[config.mk]
export PLATFORM = sky130hd
export DESIGN_NAME = control_sequencer
export DESIGN_NICKNAME = d
export VERILOG_FILES = /design/src/rtl/control_sequencer.sv
export SDC_FILE = /design/constraint.sdc
export NUM_CORES = 1
export LEC_CHECK = 0
export ABC_AREA = 1
export BUFFER_PORTS_ARGS = -buffer_cell sky130_fd_sc_hd__buf_2
export CORE_MARGIN = 8
export CORE_UTILIZATION = 37
export DETAILED_ROUTE_END_ITERATION = 6
export MAX_ROUTING_LAYER = met4
export PLACE_DENSITY = 0.83
export SLEW_MARGIN = 0
export SYNTH_ARGS = -nofsm -noshare
export SYNTH_HDL_FRONTEND = slang
export SYNTH_SLANG_ARGS = --single-unit
[constraint.sdc]
create_clock -name clk -period 2.5 [get_ports clk]
set_input_delay 0.125 -clock clk [delete_from_list [all_inputs] [get_ports clk]]
set_output_delay 0.125 -clock clk [all_outputs]
set_load 0.01 [all_outputs]
[src/rtl/control_sequencer.sv]
// Hardwired Moore control sequencer driving the datapath strobes for fetch/execute.
// Optional build macro ILLEGAL_TRAP_EN: illegal opcodes halt and raise `illegal` instead of acting as nop.
module control_sequencer #(
  parameter int             OPW     = 5,
  parameter logic [OPW-1:0] OP_MUL  = 5'b01111,
  parameter logic [OPW-1:0] OP_DIV  = 5'b10000,
  parameter logic [OPW-1:0] OP_NOP  = 5'b11000,
  parameter logic [OPW-1:0] OP_HALT = 5'b11001,
  parameter logic [OPW-1:0] OP_RLO  = 5'b00011,
  parameter logic [OPW-1:0] OP_RHI  = 5'b01100
) (
  input  logic           clk,
  input  logic           clr,
  input  logic [31:0]    IR,
  input  logic           stop,
  output logic           PCout,
  output logic           incPC,
  output logic           MARin,
  output logic           Zin,
  output logic           ZLowOut,
  output logic           ZHighOut,
  output logic           PCin,
  output logic           Read,
  output logic           MDRin,
  output logic           MDRout,
  output logic           IRin,
  output logic           Yin,
  output logic           HIin,
  output logic           LOin,
  output logic           Gra,
  output logic           Grb,
  output logic           Grc,
  output logic           Rin,
  output logic           Rout,
  output logic [OPW-1:0] opcode,
  output logic           run,
  output logic           illegal
);

  typedef enum logic [3:0] {
    RESET_ST = 4'd0,
    T0       = 4'd1,
    T1       = 4'd2,
    T2       = 4'd3,
    T3       = 4'd4,
    T4       = 4'd5,
    T5       = 4'd6,
    T6       = 4'd7,
    HALT     = 4'd8
  } state_t;

  state_t         state_reg;
  state_t         state_next;
  state_t         done_next;
  logic           stop_pend_reg;
  logic [OPW-1:0] op;
  logic           is_alu;
  logic           is_muldiv;
  logic           is_halt;
  logic           ir_unused;

  // IR is stable from T3 until the next fetch, so execute steps decode it directly.
  assign op        = IR[31 -: OPW];
  assign ir_unused = ^IR[31-OPW:0];
  assign is_alu    = (op >= OP_RLO) && (op <= OP_RHI);
  assign is_muldiv = (op == OP_MUL) || (op == OP_DIV);
  assign is_halt   = (op == OP_HALT);

`ifdef ILLEGAL_TRAP_EN
  logic is_illegal;
  logic trap;
  logic illegal_reg;

  assign is_illegal = !(is_alu || is_muldiv || is_halt || (op == OP_NOP));
  assign trap       = (state_reg == T3) && is_illegal;

  always_ff @(posedge clk) begin
    if (clr) begin
      illegal_reg <= 1'b0;
    end else if (trap) begin
      illegal_reg <= 1'b1;
    end
  end

  assign illegal = illegal_reg && (state_reg == HALT);
`else
  assign illegal = 1'b0;
`endif

  // A stop request is remembered so a one-cycle pulse mid-instruction still halts at the boundary.
  always_ff @(posedge clk) begin
    if (clr) begin
      state_reg     <= RESET_ST;
      stop_pend_reg <= 1'b0;
    end else begin
      state_reg <= state_next;
      if (stop) begin
        stop_pend_reg <= 1'b1;
      end
    end
  end

  assign done_next = (stop || stop_pend_reg) ? HALT : T0;

  always_comb begin
    state_next = state_reg;
    case (state_reg)
      RESET_ST: state_next = done_next;
      T0:       state_next = T1;
      T1:       state_next = T2;
      T2:       state_next = T3;
      T3: begin
        if (is_alu || is_muldiv) begin
          state_next = T4;
        end else if (is_halt) begin
          state_next = HALT;
`ifdef ILLEGAL_TRAP_EN
        end else if (trap) begin
          state_next = HALT;
`endif
        end else begin
          state_next = done_next;
        end
      end
      T4:       state_next = T5;
      T5:       state_next = is_muldiv ? T6 : done_next;
      T6:       state_next = done_next;
      HALT:     state_next = HALT;
      default:  state_next = RESET_ST;
    endcase
  end

  always_comb begin
    PCout    = 1'b0;
    incPC    = 1'b0;
    MARin    = 1'b0;
    Zin      = 1'b0;
    ZLowOut  = 1'b0;
    ZHighOut = 1'b0;
    PCin     = 1'b0;
    Read     = 1'b0;
    MDRin    = 1'b0;
    MDRout   = 1'b0;
    IRin     = 1'b0;
    Yin      = 1'b0;
    HIin     = 1'b0;
    LOin     = 1'b0;
    Gra      = 1'b0;
    Grb      = 1'b0;
    Grc      = 1'b0;
    Rin      = 1'b0;
    Rout     = 1'b0;
    opcode   = '0;
    run      = 1'b0;
    case (state_reg)
      T0: begin
        run   = 1'b1;
        PCout = 1'b1;
        MARin = 1'b1;
        incPC = 1'b1;
        Zin   = 1'b1;
      end
      T1: begin
        run     = 1'b1;
        ZLowOut = 1'b1;
        PCin    = 1'b1;
        Read    = 1'b1;
        MDRin   = 1'b1;
      end
      T2: begin
        run    = 1'b1;
        MDRout = 1'b1;
        IRin   = 1'b1;
      end
      T3: begin
        run = 1'b1;
        // ALU ops stage rb into Y; mul/div stage ra; nop/halt/illegal strobe nothing.
        if (is_alu) begin
          Grb  = 1'b1;
          Rout = 1'b1;
          Yin  = 1'b1;
        end else if (is_muldiv) begin
          Gra  = 1'b1;
          Rout = 1'b1;
          Yin  = 1'b1;
        end
      end
      T4: begin
        run    = 1'b1;
        Rout   = 1'b1;
        Zin    = 1'b1;
        opcode = op;
        if (is_muldiv) begin
          Grb = 1'b1;
        end else begin
          Grc = 1'b1;
        end
      end
      T5: begin
        run     = 1'b1;
        ZLowOut = 1'b1;
        if (is_muldiv) begin
          LOin = 1'b1;
        end else begin
          Gra = 1'b1;
          Rin = 1'b1;
        end
      end
      T6: begin
        run      = 1'b1;
        ZHighOut = 1'b1;
        HIin     = 1'b1;
      end
      default: begin
        run = 1'b0;
      end
    endcase
  end

  rin_rout_exclusive: assert property (@(posedge clk) disable iff (clr) !(Rin && Rout));
  reg_select_onehot:  assert property (@(posedge clk) disable iff (clr)
                                       (Rin || Rout) |-> $onehot({Gra, Grb, Grc}));

endmodule

==> impl_metrics.json, run 1 <==
{
  "status": "completed",
  "path_class": "reg -> out",
  "clk_latency_ns": 0.24,
  "pin_count": 61,
  "r2r_end": "state_reg[2]",
  "arrival_ns": 1.43,
  "dieHeight_um": 56.33,
  "crit_chain": "inv_1 > nor2_2 > inv_2 > nor2_2 > inv_1 > o22ai_1 > buf_2",
  "diodes": 0,
  "grt_use_total": 0.1072,
  "hold_class": "in -> reg",
  "drt_iter0_markers": 12,
  "die_width_um": 56.33,
  "grt_max_degree": 9,
  "final_cell_mix": "buf_2 (32), nor2_1 (24), nand2_1 (23)",
  "grt_antenna_before_repair": 0,
  "finalSetupTns_ns": 0,
  "finalWirelength_um": 1618,
  "cts_buffers": 3,
  "overflow": 0,
  "final-hold-violation-count": 0,
  "dr.pass1.iters": 4,
  "crit_fanout": 4,
  "timing.fmax_mhz": 644.5,
  "antenna_left": 0,
  "netlist-cell-type-count": 16,
  "io_buffers": 32,
  "max_cap_viol_count": 0,
  "ys_seq_area_frac": 0.1663,
  "cp-start-kind": "flop",
  "cts.path.max_buffers": 2,
  "reg2reg_depth": 7,
  "drcViolationCount": 0,
  "ys_warn_count": 0,
  "via_per_inst": 4.601,
  "fillCellCount": 164,
  "fin_crit_ns": 1.551,
  "post-route-period-util": 0.6206,
  "final_common_cell": "buf_2",
  "clock_skew_ns": 0.003231,
  "dpl.hpwl_um": 1420,
  "num_rows": 14,
  "cts_tree": "yes",
  "cp-end-kind": "output port",
  "leakage_nw": 0.5245,
  "synth_cells": 113,
  "core_area_sq_um": 1524,
  "hold_depth": 2,
  "area_growth_pct": 25.57,
  "ir_drop_mv": 0.3005,
  "drive_gt1_frac": 0.3944,
  "rsz0062_at_grt": "no",
  "grt_first_pass_wirelength_um": 2801,
  "r2r_setup_slack_ns": 1.31,
  "fin_nets": 178,
  "cpPeakStageDelay_ns": 0.37,
  "synth_nets": 148,
  "wl_per_cell_um": 10.24,
  "setup_violations": 0,
  "min_to": "state_reg[0]",
  "largest_reg_flops": 4,
  "hold_ws_ns": 0.08068,
  "required_ns": 2.38,
  "clkSinkCount": 5,
  "place_congestion": 0.8392,
  "power_density_nw_per_um2": 379.8,
  "min_from": "clr",
  "ys_seq_elements": 5,
  "clock-root-buffer": "clkbuf_4",
  "cts_setup_buffers": 0,
  "synth_area_sq_um": 601.8,
  "htree_levels": 1,
  "grt_pass1_vias": 670,
  "cpMaxStageDelayCell": "dfxtp_1",
  "path_clk_slew_ns": 0.04,
  "initial_utilization": 0.3949,
  "die_area_sq_um": 3173,
  "reg2reg_from": "state_reg[3]",
  "maxSlewViolCount": 0,
  "syn_avg_cell_area_sq_um": 5.326,
  "num_vias": 727,
  "post_cts_resized": 0,
  "hold_buffers": 0
}
## layout make-up
class	count	area, sq um	share of cell area
timing repair buffer	32	160.2	0.2119
multi-input combinational	75	351.6	0.4652
inverter	26	97.59	0.1291
clock buffer	4	26.28	0.03477
tap	16	20.02	0.02649
sequential	5	100.1	0.1325
## worst max-delay path by stage
stage,startpoint,to,slack (ns)
final,state_reg[2],Grb,0.95
after global routing,state_reg[2],Grb,0.79
after CTS,state_reg[2],Grb,0.96
after detailed placement,state_reg[2],Grb,1.22
after global placement,state_reg[2],Grb,1.25
after floorplan,state_reg[1],Gra,1.36
## Yosys cell counts, drive strengths merged
master | count | area share
nor2 | 33 | 0.26
o21bai | 1 | 0.012
conb | 1 | 0.0062
a21oi | 4 | 0.033
nand4 | 1 | 0.010
dfxtp | 5 | 0.17
inv | 26 | 0.16
nand3 | 7 | 0.067
o22ai | 1 | 0.010
buf | 7 | 0.087
nand2 | 27 | 0.19
## logic make-up after synthesis
kind of cell,count (synthesis),share of synthesized area
DFF,5,0.1663
buffers and inverters,33,0.2495
AOI/OAI and AO/OA,6,0.05615
other,1,0.006231
and+or+nand+nor,68,0.5218
## per-layer routing
metal  global-route usage  vias to the layer above  share of wire
li1                     -                      384              -
met1               0.1065                      331           0.40
met2               0.1949                       10           0.56
met3              0.02022                        2          0.031
met4              0.05155                        0         0.0037
met5                    -                        -              0
## critical path, delay by kind of cell (launching register included)
kind | cells | cell delay (ns)
flip-flops | 1 | 0.37
buffers and inverters | 4 | 0.38
AO/OA/AOI/OAI | 1 | 0.15
AND/OR/NAND/NOR | 2 | 0.29
## through the flow
stage / cells / area (sq um) / util / setup WS (ns) / total power, mW
finish: 158 / 755.7 / 0.4959 / 0.9485 / 0.2870
global route: 158 / 755.7 / 0.4959 / 0.7918 / 0.3163
CTS: 158 / 755.7 / 0.4959 / 0.9574 / 0.2913
detailed placement: 154 / 729.5 / 0.4787 / 1.222 / 0.1970
global placement: 154 / 729.5 / 0.4787 / 1.248 / 0.1938
floorplan: 113 / 601.8 / - / 1.357 / 0.1698
## report_power, final
| group | switching, mW | internal [mW] |
|---|---|---|
| logic | 0.0644 | 0.0358 |
| clock network | 0.0313 | 0.0602 |
| registers | 0.00800 | 0.0873 |
| total | 0.104 | 0.183 |
Note: power is estimated with default switching activity, not from simulation.
==> run 2: changes to the inputs <==
--- a/config.mk
+++ b/config.mk
@@ -8,10 +8,10 @@
 export ABC_AREA = 1
 export BUFFER_PORTS_ARGS = -buffer_cell sky130_fd_sc_hd__buf_2
 export CORE_MARGIN = 8
-export CORE_UTILIZATION = 37
+export CORE_UTILIZATION = 31
 export DETAILED_ROUTE_END_ITERATION = 6
 export MAX_ROUTING_LAYER = met4
-export PLACE_DENSITY = 0.83
+export PLACE_DENSITY = 0.74
 export SLEW_MARGIN = 0
 export SYNTH_ARGS = -nofsm -noshare
 export SYNTH_HDL_FRONTEND = slang
==> constraint.sdc (replaced) <==
create_clock -name clk -period 1.3 [get_ports clk]
set_input_delay 0.065 -clock clk [delete_from_list [all_inputs] [get_ports clk]]
set_output_delay 0.065 -clock clk [all_outputs]
set_load 0.01 [all_outputs]
==> run 2 against run 1 <==
Net effect:
- the flow now finishes with violations (setup timing)
- non-clock buffer count grew 14
- routed wire length grew 39%
- via count grew 12%
- sequential cell count is the same
- clock skew shrank 0.0023 ns
- final area grew 41%
- die area grew 14%
- sequential share of layout area shrank 3.4 points
- first-iteration DRC count grew 83%
- sequential power grew 96%
- register-to-register slack lost 1.4 ns
- worst hold slack lost 0.038 ns
==> impl_metrics.json, run 2 (synthesized netlist as in run 1, its figures left out) <==
{
  "via_per_inst": 4.432,
  "path_clk_slew_ns": 0.04,
  "path_class": "reg -> out",
  "max_cap_viol_count": 0,
  "area_growth_pct": 77.34,
  "place_congestion": 0.7278,
  "clock_skew_ns": 0.0009612,
  "timing.fmax_mhz": 698.6,
  "die_width_um": 60.06,
  "power.internal_mw": 0.4077,
  "rsz0062_at_grt": "yes",
  "initial_utilization": 0.3164,
  "cts_buffers": 3,
  "min_from": "clr",
  "maxSlewViolCount": 0,
  "drive_gt1_frac": 0.6218,
  "required_ns": 1.24,
  "pin_count": 61,
  "num_vias": 811,
  "cp-start-kind": "flop",
  "grt_first_pass_wirelength_um": 3146,
  "dpl.hpwl_um": 1381,
  "io_buffers": 32,
  "grt_pass1_vias": 745,
  "grt_use_total": 0.1147,
  "seq_power_share": 0.276,
  "hold_class": "in -> reg",
  "post-route-worst-setup-slack_ns": -0.1314,
  "dr.pass1.iters": 4,
  "combPwrFrac": 0.460,
  "status": "finished, violations left",
  "clock-root-buffer": "clkbuf_4",
  "htree_levels": 1,
  "dpl-instance-area_sq_um": 750.7,
  "crit_fanout": 3,
  "startpoint": "state_reg[2]",
  "die_area_sq_um": 3607,
  "fin_util": 0.5612,
  "overflow": 0,
  "post-route-period-util": 1.101,
  "design_area_sq_um": 1067,
  "ir_drop_mv": 0.4809,
  "antenna_left": 0,
  "grt_max_degree": 9,
  "hold_ws_ns": 0.04251,
  "met2_usage": 0.2092,
  "power_density_nw_per_um2": 635.2,
  "cts_tree": "yes",
  "met3_usage": 0.03226,
  "final-hold-violation-count": 0,
  "fin_nets": 192,
  "netSwitchingPower_mw": 0.2702,
  "drcViolationCount": 0,
  "core_area_sq_um": 1902,
  "cp-end-kind": "output port",
  "grt_use_met1": 0.1106,
  "cts.path.max_buffers": 2,
  "diodes": 0,
  "largest_reg_flops": 4,
  "sw_frac_of_total": 0.3986,
  "reg2reg_from": "state_reg[2]",
  "dieHeight_um": 60.06,
  "grt.busiest_layer": "met2",
  "arrival_ns": 1.37,
  "wl_per_cell_um": 12.27,
  "clk_latency_ns": 0.24,
  "violations": "setup timing",
  "final_common_cell": "buf_2",
  "drt_iter0_markers": 22,
  "num_rows": 16,
  "fin_crit_ns": 1.431,
  "clkSinkCount": 5,
  "p_clk_frac": 0.264,
  "final_cell_mix": "buf_2 (23), nand2_1 (18), nor2_1 (16)",
  "finalWirelength_um": 2246,
  "setup_violations": 17,
  "leakage_nw": 0.6375,
  "grt_antenna_before_repair": 0,
  "dp_slack_ns": 0.03304
}
==> run 2: power by group through the flow <==
| stage | combinational, mW | sequential (mW) | clock, mW |
|---|---|---|---|
| after floorplan | 0.145 | 0.182 | 0 |
| after global placement | 0.202 | 0.179 | 0 |
| after detailed placement | 0.206 | 0.179 | 0 |
| after CTS | 0.239 | 0.184 | 0.182 |
| after global routing | 0.337 | 0.188 | 0.197 |
| final | 0.312 | 0.187 | 0.179 |
==> run 2: worst paths after layout <==
path / endpoint / cells after the start / slack (ns)
min reg2reg: stop_pend_reg / 2 / 0.51
min: state_reg[0] / 2 / 0.04
max: Gra / 8 / -0.13
max reg2reg: state_reg[2] / 10 / -0.07
==> run 2: cell type report <==
class / instances / area [sq um]
Tap cell: 27 / 33.78
Fill cell: 170 / 834.6
Multi-Input combinational cell: 75 / 461.7
Sequential cell: 5 / 105.1
Clock buffer: 4 / 26.28
Timing Repair Buffer: 46 / 332.8
Inverter: 26 / 107.6
==> run 2: critical path, stage by stage (launching register included) <==
cell and delay, ns:
dfxtp_2 0.34, inv_2 0.05, nor2_4 0.13, inv_4 0.08
nor2_4 0.13, inv_2 0.06, nor2_2 0.09, o21bai_1 0.11
buf_2 0.15
==> run 2: layer usage <==
layer / vias up / share of wire
met1: 378 / 0.40
li1: 412 / -
met5: - / 0
met4: 0 / 0.0045
met2: 19 / 0.55
met3: 2 / 0.039
==> run 2: per-stage QoR <==
stage | setup TNS, ns | power, mW | cells
2_1_floorplan | 0 | 0.3266 | 113
3_3_place_gp | 0 | 0.3810 | 166
3_5_place_dp | 0 | 0.3852 | 166
4_1_cts | -0.1919 | 0.6048 | 182
5_1_grt | -2.007 | 0.7223 | 183
6_report | -0.6701 | 0.6779 | 183
==> run 2: repair_timing <==
item,CTS,global route
setup endpoints to repair,17,25
gates cloned,0,0
buffers inserted,12,3
pin swaps,10,14
gates resized for setup,24,31
endpoints found under the hold margin,0,0
hold buffers,0,0
==> run 3: changes to the inputs <==
--- a/config.mk
+++ b/config.mk
@@ -7,11 +7,12 @@
 export LEC_CHECK = 0
 export ABC_AREA = 1
 export BUFFER_PORTS_ARGS = -buffer_cell sky130_fd_sc_hd__buf_2
-export CORE_MARGIN = 8
+export CORE_MARGIN = 4
 export CORE_UTILIZATION = 31
 export DETAILED_ROUTE_END_ITERATION = 6
 export MAX_ROUTING_LAYER = met4
 export PLACE_DENSITY = 0.74
+export REMOVE_ABC_BUFFERS = 1
 export SLEW_MARGIN = 0
 export SYNTH_ARGS = -nofsm -noshare
 export SYNTH_HDL_FRONTEND = slang
==> run 3 against run 2 <==
Net effect:
- global-route usage is 3.5 points higher
- final area fell by 11%
- the run still ends with setup timing left
- setup slack improved by 0.039 ns
- non-clock buffer count decreased by 6
- critical path depth is 1 lower
- total power fell by 9.7%
- sequential share of layout area grew 2.0 points
- first-iteration DRC count shrank 50%
- die area shrank 25%
- critical endpoint unchanged
- largest cell class unchanged
- final cell count fell by 4.4%
- register-to-register slack improved by 0.10 ns
- sequential power rose by 5%
==> impl_metrics.json, run 3 (synthesized netlist as in run 1, its figures left out) <==
{
  "clock_skew_ns": 0.004922,
  "power_mw": 0.6125,
  "wl_met1_um": 779,
  "r2r_end": "state_reg[3]",
  "post-route-worst-setup-slack_ns": -0.09290,
  "crit_fanout": 6,
  "drt_iter0_markers": 11,
  "seqCellArea_sq_um": 112.6,
  "overflow": 0,
  "r2r_setup_slack_ns": 0.03,
  "num_vias": 775,
  "cts.path.max_buffers": 2,
  "final_cell_mix": "buf_2 (29), nand2_1 (21), nor2_1 (15)",
  "dpl-instance-area_sq_um": 748.2,
  "reg2reg_depth": 7,
  "grt_antenna_before_repair": 0,
  "die_width_um": 52.06,
  "htree_levels": 1,
  "met3_wirelength_um": 124,
  "num_rows": 15,
  "initial_utilization": 0.3375,
  "reg2reg_from": "state_reg[1]",
  "io_buffers": 32,
  "dr.pass1.iters": 4,
  "leakage_nw": 0.5843,
  "met2_length_um": 994,
  "drive_gt1_frac": 0.5733,
  "clock-root-buffer": "clkbuf_4",
  "largest_reg_flops": 4,
  "place_congestion": 0.8411,
  "clkSinkCount": 5,
  "dr.max_layer_used": "met4",
  "drcViolationCount": 0,
  "fillCellCount": 169,
  "timing.fmax_mhz": 717.9,
  "die_area_sq_um": 2710,
  "max_cap_viol_count": 0,
  "design_area_sq_um": 948.4,
  "clk_latency_ns": 0.24,
  "grt_pass1_vias": 741,
  "cp-end-kind": "output port",
  "status": "finished, violations left",
  "path_clk_slew_ns": 0.04,
  "placed_cells": 164,
  "wl_per_cell_um": 11.18,
  "maxSlewViolCount": 0,
  "violations": "setup timing",
  "multi_input_area_sq_um": 420.4,
  "grt_first_pass_wirelength_um": 3036,
  "core_area_sq_um": 1783,
  "critPathCapture": "Gra",
  "final-hold-violation-count": 0,
  "diodes": 0,
  "arrival_ns": 1.33,
  "final_common_cell": "buf_2",
  "area_growth_pct": 57.59,
  "ir_drop_mv": 0.5939,
  "power_density_nw_per_um2": 645.8,
  "finalSetupTns_ns": -0.4232,
  "hold_class": "in -> reg",
  "hold_buffers": 0,
  "final_cells": 175,
  "grt_max_degree": 9,
  "path_class": "reg -> out",
  "dpl.hpwl_um": 1300,
  "antenna_left": 0,
  "setup_violations": 10,
  "dp_slack_ns": 0.1266,
  "cts_buffers": 3,
  "hold_ws_ns": 0.02604,
  "rsz0062_at_grt": "yes",
  "dieHeight_um": 52.06,
  "grt_use_total": 0.1501,
  "cp-start-kind": "flop",
  "post-route-period-util": 1.071,
  "pin_count": 61,
  "startpoint": "state_reg[3]",
  "finalWirelength_um": 1956,
  "fin_crit_ns": 1.393,
  "fin_util": 0.5319,
  "via_per_inst": 4.429,
  "fin_nets": 186,
  "required_ns": 1.24,
  "cts_tree": "yes"
}
[run 3: area by class of cell]
type,count,share of cell area
clock buffers,4,0.02770
inverters,26,0.1135
multi-input cells,75,0.4433
flip-flops and latches,5,0.1187
well taps,25,0.03298
repair buffers,40,0.2639
[run 3: metal layers]
layer  track usage  up-vias
met5             -        -
met4       0.07424        0
met3       0.04011        6
met2        0.2448       32
met1        0.1681      342
li1              -      395
[run 3: worst min-delay path by stage]
stage / from / endpoint / slack (ns) / cells after the start
5_1_grt: clr / state_reg[3] / 0.04 / 2
3_3_place_gp: clr / state_reg[3] / 0.28 / 2
4_1_cts: clr / state_reg[3] / 0.02 / 2
3_5_place_dp: clr / state_reg[3] / 0.29 / 2
2_1_floorplan: clr / state_reg[0] / 0.13 / 1
6_report: clr / state_reg[3] / 0.03 / 2
[run 3: worst max-delay path: stages, from the launching register on]
cell and delay [ns]:
dfxtp_4 0.36, nor2_4 0.13, inv_4 0.06, nor2_4 0.12
inv_2 0.05, nor2_2 0.08, o21bai_1 0.11, buf_2 0.15
[run 3: report_power, final]
group | total, mW | internal [mW] | switching [mW]
clock | 0.179 | 0.116 | 0.0627
sequential | 0.197 | 0.171 | 0.0261
combinational | 0.237 | 0.0902 | 0.147
total | 0.612 | 0.377 | 0.236
[run 3: what timing repair did]
| action | 4_1_cts | 5_1_grt |
|---|---|---|
| gates resized for setup | 24 | 18 |
| pin swaps | 8 | 6 |
| setup buffers | 6 | 1 |
| setup endpoints to repair | 12 | 25 |
